$ cat config.mk
export PLATFORM = sky130hd
export DESIGN_NAME = seq_alu_flat
export DESIGN_NICKNAME = d
export VERILOG_FILES = /design/src/rtl/seq_alu_if.sv /design/src/rtl/seq_alu.sv /design/src/flat_wrapper.sv
export SDC_FILE = /design/constraint.sdc
export NUM_CORES = 1
export LEC_CHECK = 0
export BUFFER_PORTS_ARGS = -buffer_cell sky130_fd_sc_hd__buf_4
export CORE_MARGIN = 1.5
export CORE_UTILIZATION = 55
export DETAILED_ROUTE_END_ITERATION = 8
export HOLD_SLACK_MARGIN = 0.06
export PLACE_DENSITY = 0.73
export SLEW_MARGIN = 40
export SYNTH_ARGS = -nofsm -noshare
export SYNTH_HDL_FRONTEND = slang
export SYNTH_SLANG_ARGS = --single-unit
export TNS_END_PERCENT = 5
$ cat constraint.sdc
create_clock -name clk -period 3.6 [get_ports clk]
set_clock_uncertainty 0.1 [all_clocks]
set_input_delay 0.9 -clock clk [delete_from_list [all_inputs] [get_ports clk]]
set_output_delay 0.9 -clock clk [all_outputs]
set_load 0.01 [all_outputs]
$ cat src/rtl/seq_alu_if.sv
// Handshake bus for seq_alu: operand channel (in_*) and result channel (out_*).
interface seq_alu_if #(
  parameter int DATA_WIDTH = 16
);
  logic                  in_valid;
  logic                  in_ready;
  logic [DATA_WIDTH-1:0] a;
  logic [DATA_WIDTH-1:0] b;
  logic [4:0]            func_code;
  logic                  out_valid;
  logic                  out_ready;
  logic [DATA_WIDTH-1:0] c;
  logic                  overflow_flag;
  logic                  zero_flag;
  logic                  illegal_flag;

  modport master (
    output in_valid, a, b, func_code, out_ready,
    input  in_ready, out_valid, c, overflow_flag, zero_flag, illegal_flag
  );

  modport slave (
    input  in_valid, a, b, func_code, out_ready,
    output in_ready, out_valid, c, overflow_flag, zero_flag, illegal_flag
  );
endinterface

$ cat src/rtl/seq_alu.sv
// Handshaked ALU: 16 single-cycle functions plus shift-add MUL and variable shifts.
// Define SEQ_ALU_PASSTHRU_EN to let a new operation be accepted while a result drains.
module seq_alu #(
  parameter int DATA_WIDTH = 16
) (
  input logic      clk,
  input logic      reset_n,
  seq_alu_if.slave bus
);
  localparam int SHW = $clog2(DATA_WIDTH);
  localparam int CW  = SHW + 1;
  localparam int MSB = DATA_WIDTH - 1;

  localparam logic [4:0] FN_MUL  = 5'd16;
  localparam logic [4:0] FN_SHLV = 5'd17;
  localparam logic [4:0] FN_SHRV = 5'd18;
  localparam logic [4:0] FN_SARV = 5'd19;

  typedef enum logic [1:0] {IDLE, BUSY, DONE} state_t;

  state_t                  stateReg;
  state_t                  stateNext;
  logic [4:0]              funcReg;
  logic [DATA_WIDTH-1:0]   mcandReg;
  logic [DATA_WIDTH-1:0]   accHiReg;
  logic [DATA_WIDTH-1:0]   accLoReg;
  logic [DATA_WIDTH-1:0]   shiftReg;
  logic [CW-1:0]           cntReg;
  logic [DATA_WIDTH-1:0]   cReg;
  logic                    ovfReg;
  logic                    zeroReg;
  logic                    illReg;

  logic                    inReady;
  logic                    outValid;
  logic                    accept;
  logic                    isVarShift;
  logic                    goBusy;
  logic                    lastIter;
  logic [SHW-1:0]          amount;
  logic [DATA_WIDTH-1:0]   quickC;
  logic                    quickOvf;
  logic                    quickIll;
  logic [2*DATA_WIDTH-1:0] mulFirst;
  logic [2*DATA_WIDTH-1:0] mulNext;
  logic [DATA_WIDTH-1:0]   shiftFirst;
  logic [DATA_WIDTH-1:0]   shiftNext;
  logic [DATA_WIDTH-1:0]   busyC;
  logic                    busyOvf;

  // One shift-add step on the {hi, lo} product pair; lo starts as the multiplier.
  function automatic logic [2*DATA_WIDTH-1:0] mulStep(
    input logic [DATA_WIDTH-1:0] hi,
    input logic [DATA_WIDTH-1:0] lo,
    input logic [DATA_WIDTH-1:0] mcand
  );
    logic [DATA_WIDTH:0] sum;
    sum = {1'b0, hi} + (lo[0] ? {1'b0, mcand} : {(DATA_WIDTH+1){1'b0}});
    return {sum, lo[DATA_WIDTH-1:1]};
  endfunction

  function automatic logic [DATA_WIDTH-1:0] shiftStep(
    input logic [DATA_WIDTH-1:0] v,
    input logic [4:0]            f
  );
    case (f)
      FN_SHLV: return {v[DATA_WIDTH-2:0], 1'b0};
      FN_SHRV: return {1'b0, v[MSB:1]};
      default: return {v[MSB], v[MSB:1]};
    endcase
  endfunction

  assign amount     = bus.b[SHW-1:0];
  assign isVarShift = (bus.func_code == FN_SHLV) || (bus.func_code == FN_SHRV) ||
                      (bus.func_code == FN_SARV);
  // The accepting edge already performs the first iteration, so a 1-bit shift needs no BUSY.
  assign goBusy     = (bus.func_code == FN_MUL) || (isVarShift && (amount > SHW'(1)));
  assign accept     = bus.in_valid && inReady;
  assign lastIter   = (cntReg == CW'(2));

  assign mulFirst   = mulStep({DATA_WIDTH{1'b0}}, bus.b, bus.a);
  assign shiftFirst = shiftStep(bus.a, bus.func_code);
  assign mulNext    = mulStep(accHiReg, accLoReg, mcandReg);
  assign shiftNext  = shiftStep(shiftReg, funcReg);

  always_comb begin
    quickC   = '0;
    quickOvf = 1'b0;
    quickIll = 1'b0;
    case (bus.func_code)
      5'd0: begin
        quickC   = bus.a + bus.b;
        quickOvf = (bus.a[MSB] == bus.b[MSB]) && (quickC[MSB] != bus.a[MSB]);
      end
      5'd1: begin
        quickC   = bus.a - bus.b;
        quickOvf = (bus.a[MSB] != bus.b[MSB]) && (quickC[MSB] != bus.a[MSB]);
      end
      5'd2:  quickC = bus.a;
      5'd3:  quickC = ~bus.a;
      5'd4:  quickC = bus.a & bus.b;
      5'd5:  quickC = bus.a | bus.b;
      5'd6:  quickC = ~(bus.a & bus.b);
      5'd7:  quickC = ~(bus.a | bus.b);
      5'd8:  quickC = bus.a ^ bus.b;
      5'd9:  quickC = ~(bus.a ^ bus.b);
      5'd10: quickC = {bus.a[DATA_WIDTH-2:0], 1'b0};
      5'd11: quickC = {1'b0, bus.a[MSB:1]};
      5'd12: quickC = {bus.a[DATA_WIDTH-2:0], 1'b0};
      5'd13: quickC = {bus.a[MSB], bus.a[MSB:1]};
      5'd14: quickC = ~bus.a + 1'b1;
      5'd15: quickC = '0;
      5'd16: quickC = '0;
      5'd17, 5'd18, 5'd19: quickC = (amount == '0) ? bus.a : shiftFirst;
      default: quickIll = 1'b1;
    endcase
  end

  always_comb begin
    busyC   = shiftNext;
    busyOvf = 1'b0;
    if (funcReg == FN_MUL) begin
      busyC   = mulNext[MSB:0];
      busyOvf = |mulNext[2*DATA_WIDTH-1:DATA_WIDTH];
    end
  end

  always_ff @(posedge clk or negedge reset_n) begin
    if (!reset_n) begin
      stateReg <= IDLE;
    end else begin
      stateReg <= stateNext;
    end
  end

  always_comb begin
    stateNext = stateReg;
    case (stateReg)
      IDLE: if (accept) stateNext = goBusy ? BUSY : DONE;
      BUSY: if (lastIter) stateNext = DONE;
      DONE: if (bus.out_ready) stateNext = accept ? (goBusy ? BUSY : DONE) : IDLE;
      default: stateNext = IDLE;
    endcase
  end

  always_comb begin
    outValid = (stateReg == DONE);
`ifdef SEQ_ALU_PASSTHRU_EN
    inReady  = (stateReg == IDLE) || ((stateReg == DONE) && bus.out_ready);
`else
    inReady  = (stateReg == IDLE);
`endif
  end

  always_ff @(posedge clk or negedge reset_n) begin
    if (!reset_n) begin
      funcReg  <= '0;
      mcandReg <= '0;
      accHiReg <= '0;
      accLoReg <= '0;
      shiftReg <= '0;
      cntReg   <= '0;
      cReg     <= '0;
      ovfReg   <= 1'b0;
      zeroReg  <= 1'b0;
      illReg   <= 1'b0;
    end else if (accept) begin
      funcReg              <= bus.func_code;
      mcandReg             <= bus.a;
      {accHiReg, accLoReg} <= mulFirst;
      shiftReg             <= shiftFirst;
      cntReg               <= (bus.func_code == FN_MUL) ? CW'(DATA_WIDTH) : CW'(amount);
      if (!goBusy) begin
        cReg    <= quickC;
        ovfReg  <= quickOvf;
        zeroReg <= (quickC == '0);
        illReg  <= quickIll;
      end
    end else if (stateReg == BUSY) begin
      {accHiReg, accLoReg} <= mulNext;
      shiftReg             <= shiftNext;
      cntReg               <= cntReg - CW'(1);
      if (lastIter) begin
        cReg    <= busyC;
        ovfReg  <= busyOvf;
        zeroReg <= (busyC == '0);
        illReg  <= 1'b0;
      end
    end
  end

  assign bus.in_ready      = inReady;
  assign bus.out_valid     = outValid;
  assign bus.c             = cReg;
  assign bus.overflow_flag = ovfReg;
  assign bus.zero_flag     = zeroReg;
  assign bus.illegal_flag  = illReg;
endmodule

$ cat src/flat_wrapper.sv
// flat-port wrapper written by rule: the top's interface ports become plain ports
module seq_alu_flat 
#(
  parameter int DATA_WIDTH = 16
)
  (clk, reset_n, bus_in_valid, bus_a, bus_b, bus_func_code, bus_out_ready, bus_in_ready, bus_out_valid, bus_c, bus_overflow_flag, bus_zero_flag, bus_illegal_flag);
  seq_alu_if #(.DATA_WIDTH(DATA_WIDTH)) bus_i ();
  input logic clk;
  input logic reset_n;
  input wire logic [$bits(bus_i.in_valid)-1:0] bus_in_valid;
  input wire logic [$bits(bus_i.a)-1:0] bus_a;
  input wire logic [$bits(bus_i.b)-1:0] bus_b;
  input wire logic [$bits(bus_i.func_code)-1:0] bus_func_code;
  input wire logic [$bits(bus_i.out_ready)-1:0] bus_out_ready;
  output wire logic [$bits(bus_i.in_ready)-1:0] bus_in_ready;
  output wire logic [$bits(bus_i.out_valid)-1:0] bus_out_valid;
  output wire logic [$bits(bus_i.c)-1:0] bus_c;
  output wire logic [$bits(bus_i.overflow_flag)-1:0] bus_overflow_flag;
  output wire logic [$bits(bus_i.zero_flag)-1:0] bus_zero_flag;
  output wire logic [$bits(bus_i.illegal_flag)-1:0] bus_illegal_flag;
  assign bus_i.in_valid = bus_in_valid;
  assign bus_i.a = bus_a;
  assign bus_i.b = bus_b;
  assign bus_i.func_code = bus_func_code;
  assign bus_i.out_ready = bus_out_ready;
  assign bus_in_ready = bus_i.in_ready;
  assign bus_out_valid = bus_i.out_valid;
  assign bus_c = bus_i.c;
  assign bus_overflow_flag = bus_i.overflow_flag;
  assign bus_zero_flag = bus_i.zero_flag;
  assign bus_illegal_flag = bus_i.illegal_flag;
  seq_alu #(.DATA_WIDTH(DATA_WIDTH)) u_core (.clk(clk), .reset_n(reset_n), .bus(bus_i));
endmodule
# Yosys cells after proc, flatten, opt, wreduce, memory -nomap -nowiden
# Index checks and enable logic that the tools add are counted.
# Widths: inputs -> output; s select.
[totals]
ff_bits = 95
input_bits = 41
[op_classes]
n_addsub = 5
reduce_logical = 20
n_eq_ne = 33
muxes = 41
n_lt_le_gt_ge = 1
bitwise = 7
[ops]
columns = ["cell", "count"]
rows = [
  ["$pmux 16 s15", 1],
  ["$mux 16", 14],
  ["$not 16->16", 4],
  ["$pmux 16 s2", 2],
  ["$eq 5x4->1 const B", 8],
  ["$eq 5x5->1 const B", 7],
  ["$logic_not 16->1", 2],
  ["$eq 5x3->1 const B", 4],
  ["$reduce_or 20->1", 1],
  ["$add 16x17->17", 1],
  ["$add 16x1->16 const B", 1],
  ["$add 16x16->16", 1],
  ["$and 16x16->16", 1],
  ["$or 16x16->16", 1],
  ["$reduce_or 16->1", 1],
  ["$sub 16x16->16", 1],
  ["$xor 16x16->16", 1],
  ["$eq 5x2->1 const B", 3],
  ["$mux 5", 3],
  ["$mux 1", 14],
  ["$mux 2", 5],
  ["$ne 2x2->1 const B", 3],
  ["$pmux 2 s3", 1],
  ["$reduce_and 3->1", 2],
  ["17 further kinds", 25],
]

# Longest topological paths before layout
# Gate-level depths: netlist (run 1).
[depth]
ltp_word = 9
mapped_depth = 14
ltp_nobuf = 13

# Worst setup path before layout (run 1)
# No wires, ideal clock.
[synth_path]
path_type = "input-to-reg"
from = "input bus_a[5]"
to = "register u_core.zeroReg (netlist: u_core.bus.zero_flag)"
slack_ps = -626
setup_ps = 92
path_stages = 13
n_path_buf = 2
arrival_ps = 4034
required_time_ps = 3408
path_cell_list = "clkbuf_1 -> inv_1 -> ha_1 -> buf_6 -> nor3b_2 -> or3_4 -> a2111oi_4 -> nor2_2 -> a2111o_1 -> a2111o_1 -> a32o_1 -> nand4b_4 -> o31ai_2"
[synth_between]
elab_chain_cells = 6
elab_cells_between_ends = 16
cone_classes = "add/sub (3); mux (5); bitwise (7); reduce/logical (1)"
[synth_lines]
columns = ["item", "line", "text"]
rows = [
  ["start: declaration", "flat_wrapper.sv:11", "input wire logic [$bits(bus_i.a)-1:0] bus_a;"],
  ["$not 16->16 (tied with other cells)", "seq_alu.sv:100, seq_alu.sv:111", ""],
  ["$add 16x1->16 (tied with other cells)", "seq_alu.sv:111", "5'd14: quickC = ~bus.a + 1'b1;"],
  ["$pmux 16 s15 *", "seq_alu.sv:90", "case (bus.func_code)"],
  ["$logic_not 16->1 *", "seq_alu.sv:176", "zeroReg <= (quickC == '0);"],
  ["$mux 1 *", "seq_alu.sv:173", "if (!goBusy) begin"],
  ["$mux 1 *", "seq_alu.sv:167", "end else if (accept) begin"],
  ["end signal: assignment", "seq_alu.sv:176", ""],
  ["end signal: assignment", "seq_alu.sv:186", "zeroReg <= (busyC == '0);"],
  ["end: declaration", "seq_alu.sv:31", "logic zeroReg;"],
]
# Every way passes the cells marked *; elsewhere a longest branch is shown, timed or not. The select of a mux whose other input is x is not followed.
# A chain may end at the register's enable or synchronous reset.

# Final worst setup path (run 1)
[layout_path]
from = "input bus_a[0]"
to = "register u_core.zeroReg (netlist: u_core.bus.zero_flag)"
# Same word-level chain as after synthesis.

==> results of run 1 <==
==> cells by family after synthesis <==
| group | count (synthesis) |
|---|---|
| mux | 24 |
| fa+ha+maj | 71 |
| buf+inv | 164 |
| compound gates | 410 |
| simple gates | 500 |
| xor+xnor | 50 |
| flops | 95 |
==> sequential cells by signal (all words and copies together) (netlist names) <==
name / flops
u_core.mcandReg: 16
u_core.bus.c: 16
u_core.shiftReg: 16
u_core.stateReg: 2
u_core.bus.overflow_flag: 1
u_core.funcReg: 5
u_core.cntReg: 5
u_core.bus.illegal_flag: 1
u_core.accHiReg: 16
u_core.bus.zero_flag: 1
u_core.accLoReg: 16
==> critical path: cells and delay by family <==
family / cells / cell delay [ps]
compound gates: 6 / 1970
fa+ha+maj: 2 / 360
simple gates: 3 / 490
buf+inv: 3 / 240
==> cell type report <==
cell class	count	area share, %
sequential	95	19.2
clock inverter	6	0.515
inverter	57	1.76
timing repair buffer	281	17.6
tap	229	2.31
clock buffer	10	1.93
multi-input combinational	1055	56.6
antenna	1	0.0202
==> cell usage in the layout (no fill, tap or decap), types with 6 or more instances in the layout <==
| master | n |
|---|---|
| xor2_1 | 15 |
| nor2_1 | 113 |
| nor3b_1 | 7 |
| nand4_1 | 7 |
| nor3_1 | 36 |
| nor4_1 | 10 |
| a22oi_1 | 25 |
| ha_1 | 66 |
| mux2i_1 | 23 |
| xnor2_1 | 35 |
| o22ai_1 | 11 |
| and3_1 | 12 |
| o221ai_1 | 21 |
| nand2_1 | 158 |
| or3_1 | 7 |
| a221o_1 | 8 |
| o21ai_0 | 70 |
| a31oi_1 | 23 |
| dfrtp_1 | 95 |
| buf_12 | 6 |
| inv_1 | 51 |
| clkbuf_16 | 9 |
| a22o_1 | 6 |
| a21oi_1 | 95 |
| nand3_1 | 45 |
| a211o_1 | 11 |
| buf_4 | 275 |
| nand2b_1 | 10 |
| a2111oi_0 | 7 |
| and2_1 | 31 |
| o211ai_1 | 8 |
| nor2b_1 | 15 |
| o21ai_1 | 19 |
| a211oi_1 | 17 |
| a21o_1 | 8 |
| o31ai_1 | 6 |
| a221oi_1 | 11 |
==> where the power goes <==
part           total [mW]  switching [mW]  leakage (nW)  internal, mW
combinational        3.46            2.02          4.45          1.44
sequential           1.96           0.398          1.17          1.56
clock               0.982           0.474         0.146         0.508
==> repair_timing <==
| action | CTS | global route |
|---|---|---|
| gates resized for setup | 4 | 15 |
| gates cloned | 0 | 0 |
| setup endpoints to repair | 4 | 8 |
| pin swaps | 4 | 2 |
==> worst paths after layout <==
path	depth (start not counted)	start	to	slack, ps
worst max-delay path	14	bus_a[0]	u_core.bus.zero_flag	-200
worst min-delay path	1	reset_n	u_core.mcandReg[2]	340
worst max register to register	9	u_core.funcReg[3]	u_core.bus.zero_flag	200
worst min register to register	2	u_core.mcandReg[4]	u_core.mcandReg[4]	370
max in group asynchronous	3	reset_n	u_core.accLoReg[10]	2290
min in group clk	2	u_core.mcandReg[4]	u_core.mcandReg[4]	370
==> routing by layer <==
metal,part of all wire (%),track usage (%),up-vias
li1,-,-,5163
met1,40,56.5,5380
met2,43,61.2,750
met3,11,6.83,133
met4,5.6,21.4,0
met5,0,0,-
==> flow_summary.ini, run 1 <==
[layout]
area_delta_synth_final_pct = 23.8
multi_input_area_um2 = 7010
nFillCells = 1557
finish.utilization_pct = 69.2
stdcell_count = 1734
layout-drive-gt1-share_pct = 23.2
nets = 1611
register_area_um2 = 2380
postLayoutCellArea_um2 = 12400

[hold_path]
min_path_type = in -> async

[yosys]
ys_top_cells_by_area = dfrtp_1 24%, ha_1 8.5%, nand2_1 6.0%, a21oi_1 4.8%, nor2_1 4.3%
muxShareOfSynthArea_pct = 2.40
synth-xor-area-share_pct = 4.38
synthTopCellsByCount = 159 x nand2_1, 114 x nor2_1, 96 x a21oi_1, 95 x dfrtp_1, 71 x o21ai_0
synth_cell_type_count = 101
synth_simple_gate_area_share_pct = 25.1
async_flop_share_pct = 100
synth_flop_cell = dfrtp_1
syn_inst = 1314
synth_top_area_share_pct = 23.8
synth_compound_area_share_pct = 27.8
yosysTopAreaCell = dfrtp_1
ys_seq_area_share_pct = 23.8
avgSynthCellArea_um2 = 7.61
synth-edff-count = 0
yosys_warnings = 0
synth-seq-cells = 95
netlist_area_um2 = 10000
synth_top_family_by_area = compound AO/OA/AOI/OAI gates
yosysMostFrequentCell = nand2_1
syn_nets = 1426
synth-adder-area-share_pct = 9.11

[detailed_routing]
via_count = 11426
final_antenna_net_count = 0
drtIter0Drc = 1539
drc_errors = 0
routedWlPerCell_um = 22.4
dr.pass1.iters = 6
drt_wl_total_um = 38900
vias_per_cell = 6.59

[placed_design]
place_congestion = 1.04
portBuffers = 61
dpl_cell_area_um2 = 12000
dp_slack_ps = -789
dp_cells = 1717
dp_hpwl_um = 30000

[clock_tree]
clk_pin_slew_ps = 70
clockBufferDepth = 2
numCtsBuffers = 9
cts_tree = built
htree_levels = 3
root_buffer = clkbuf_16
clk_latency_ps = 360
cts_hold_buf = 0
clock-sinks = 95
postCtsSetupBuffers = 0

[power]
finalPower_mw = 6.40
ir_drop_mv = 0.555
p_leak_nw = 5.77
power-per-cell-area_nw_per_um2 = 517

[sta]
setup_tns_ps = -349
max_clock_freq_mhz = 263
setup_violations = 2
fin_ws_ps = -204
worst_pin_slew_ps = 719
rsz0062_at_grt = true
hold_ws_ps = 337
hold_viol_final = 0
period_share_pct = 106
fin_crit_ps = 3800
slew_viol_final = 0
max_slew_margin_pct = 51.4

[die]
die_w_um = 138
die-area_um2 = 19000
coreArea_um2 = 17900
io_pins = 62
initial_core_util_pct = 55.9
die_h_um = 138
num_rows = 49

[status]
violations = negative setup slack
status = finished, violations left

[global_route]
grt_max_degree = 57
grt_pass1_vias = 10288
grt_usage_pct = 40.9
grt_overflow = 0
antenna_found_initial = 1
grt_pass1_wl_um = 58100

[setup_path]
cp.required_ps = 3770
endpoint_kind = flop
critPathMaxStageDelay_ps = 430
cp_data_arrival_time_ps = 3980
crit_top_cell = a2111o_1
cpMaxStageDelayCell = a2111o_1
critPathLaunchType = input port
cp_max_fo = 3
worst-setup-path-type = in -> reg
crit_path_cell_trace = buf_4 -> clkinvlp_4 -> ha_2 -> inv_1 -> fa_1 -> or2b_1 -> a211o_1 -> a2111oi_4 -> nor2_2 -> a2111o_1 -> a2111o_1 -> a32o_1 -> nand4b_4 -> o31ai_2

[flow_run]
drv_cap = 0
No activity file was read; power rests on OpenSTA's default activity.
==> run 2: changes to the inputs <==
- HOLD_SLACK_MARGIN: 0.06 -> 0.12
- RECOVER_POWER: default -> 25
- REMOVE_ABC_BUFFERS: default -> 1
==> run 2 against run 1 <==
The run ends with max-capacitance violations, max-slew violations, negative setup slack left. Hold slack gained 40 ps. Clock-buffer cell count shrank 1. Power grew 1.5%. Wire length grew 2.5%. Sequential share of layout area shrank 0.20 points. Via count grew 0.18%. Largest cell class unchanged. Highest routed layer unchanged.
==> flow_summary.ini, run 2 (synthesized netlist as in run 1, its figures left out) <==
[global_route]
grt_max_degree = 96
grt_overflow = 0
global_route.usage.met2_pct = 65.1
globalRouteMet1Util_pct = 56.7
grt_pass1_wl_um = 60300
grt_usage_pct = 42.2
met3_usage_pct = 7.53
antenna_found_initial = 0
grt.busiest_layer = met2
grt_pass1_vias = 10462

[sta]
rsz0062_at_grt = true
worst_pin_slew_ps = 2360
max_slew_margin_pct = -57.6
slew_viol_final = 96
fin_crit_ps = 3770
hold_ws_ps = 377
hold_viol_final = 0
setup_violations = 2
max_clock_freq_mhz = 265
fin_ws_ps = -169
setup_tns_ps = -226
period_share_pct = 105

[die]
die_h_um = 138
coreArea_um2 = 17900
num_rows = 49
initial_core_util_pct = 55.9
die-area_um2 = 19000
io_pins = 62
die_w_um = 138

[setup_path]
cp_max_fo = 13
cp.required_ps = 3770
critPathLaunchType = input port
worst-setup-path-type = in -> reg
reg2reg_depth = 12
endpoint_kind = flop
cp_data_arrival_time_ps = 3940

[detailed_routing]
via_count = 11447
routedWlPerCell_um = 22.8
final_antenna_net_count = 0
drtIter0Drc = 1578
dr.pass1.iters = 7
drc_errors = 0
vias_per_cell = 6.55
drt_wl_total_um = 39900

[power]
swShare_pct = 44.9
p_leak_nw = 5.85
finalPower_mw = 6.49
seqPwrFrac_pct = 30.6
ir_drop_mv = 0.529
p_sw_mw = 2.91
p_int_mw = 3.58
p_clk_share_pct = 15.7
pwr-share-comb_pct = 53.7
power-per-cell-area_nw_per_um2 = 519

[layout]
finish.utilization_pct = 69.9
postLayoutCellArea_um2 = 12500
nets = 1626
layout-drive-gt1-share_pct = 24.6
layout_commonest_cell = buf_4
stdcell_count = 1748
nFillCells = 1569
area_delta_synth_final_pct = 25.1
final_cell_mix = 287 x buf_4, 157 x nand2_1, 112 x nor2_1, 95 x dfrtp_1, 91 x a21oi_1
diodes = 0

[flow_run]
drv_cap = 1

[status]
status = finished, violations left
violations = max-capacitance violations, max-slew violations, negative setup slack

[hold_path]
min_path_type = reg -> reg
min_path_cells = 2

[placed_design]
place_congestion = 0.976
dp_cells = 1728
portBuffers = 61
dpl_cell_area_um2 = 12000
dp_slack_ps = -628
dp_hpwl_um = 30600

[clock_tree]
numCtsBuffers = 9
clk_pin_slew_ps = 80
root_buffer = clkbuf_16
clk_latency_ps = 360
clock-sinks = 95
htree_levels = 3
cts_tree = built
clockBufferDepth = 2
run 2: changes by cell type in the layout (fill, tap and decap cells not counted), sizes merged:
cell,change
clkinv,-1
buf,+13
clkbuf,+1
inv,+1
bufinv,+1
diode,-1
run 2: layer usage:
layer / part of all wire, % / up-vias
li1: - / 5189
met3: 11 / 155
met2: 44 / 717
met1: 40 / 5386
met4: 5.7 / 0
met5: 0 / -
run 2: worst max-delay path, cell delays in order:
cell and delay, ps:
buf_4 80, buf_4 200, fa_2 220, or2b_1 270, a211o_4 380, a2111oi_4 370
nor2_2 80, a2111o_1 410, a2111o_1 370, a32o_2 240, nand4b_4 170, o31ai_2 230
run 2: power groups by stage:
stage | combinational, mW | sequential [mW] | clock [mW]
floorplan | 2.05 | 1.90 | 0
global placement | 3.26 | 1.95 | 0
detailed placement | 3.33 | 1.97 | 0
CTS | 3.39 | 1.96 | 1.01
global route | 3.80 | 2.04 | 1.06
finish | 3.48 | 1.99 | 1.02
run 2: final cells by class:
cell class	instances	area [um2]	area share, %
Tap cell	229	287	2.29
Timing Repair Buffer	296	2290	18.3
Clock buffer	9	225	1.80
Clock inverter	7	87.6	0.700
Inverter	57	216	1.73
Multi-Input combinational cell	1055	7030	56.2
Sequential cell	95	2380	19.0
run 2: repair_timing:
item,4_1_cts,5_1_grt
gates cloned,0,0
pin swaps,11,8
setup buffers,4,0
resized for setup,21,14
hold buffers,0,0
endpoints found under the setup margin,5,9
run 2: final timing paths:
kind,startpoint,endpoint,slack (ps)
max,bus_a[1],u_core.bus.zero_flag,-170
min,u_core.bus.c[15],u_core.bus.c[15],380
max reg2reg,u_core.mcandReg[0],u_core.bus.overflow_flag,230
min reg2reg,u_core.bus.c[15],u_core.bus.c[15],380
max in group asynchronous,reset_n,u_core.bus.c[15],750
min in group asynchronous,reset_n,u_core.stateReg[0],1250
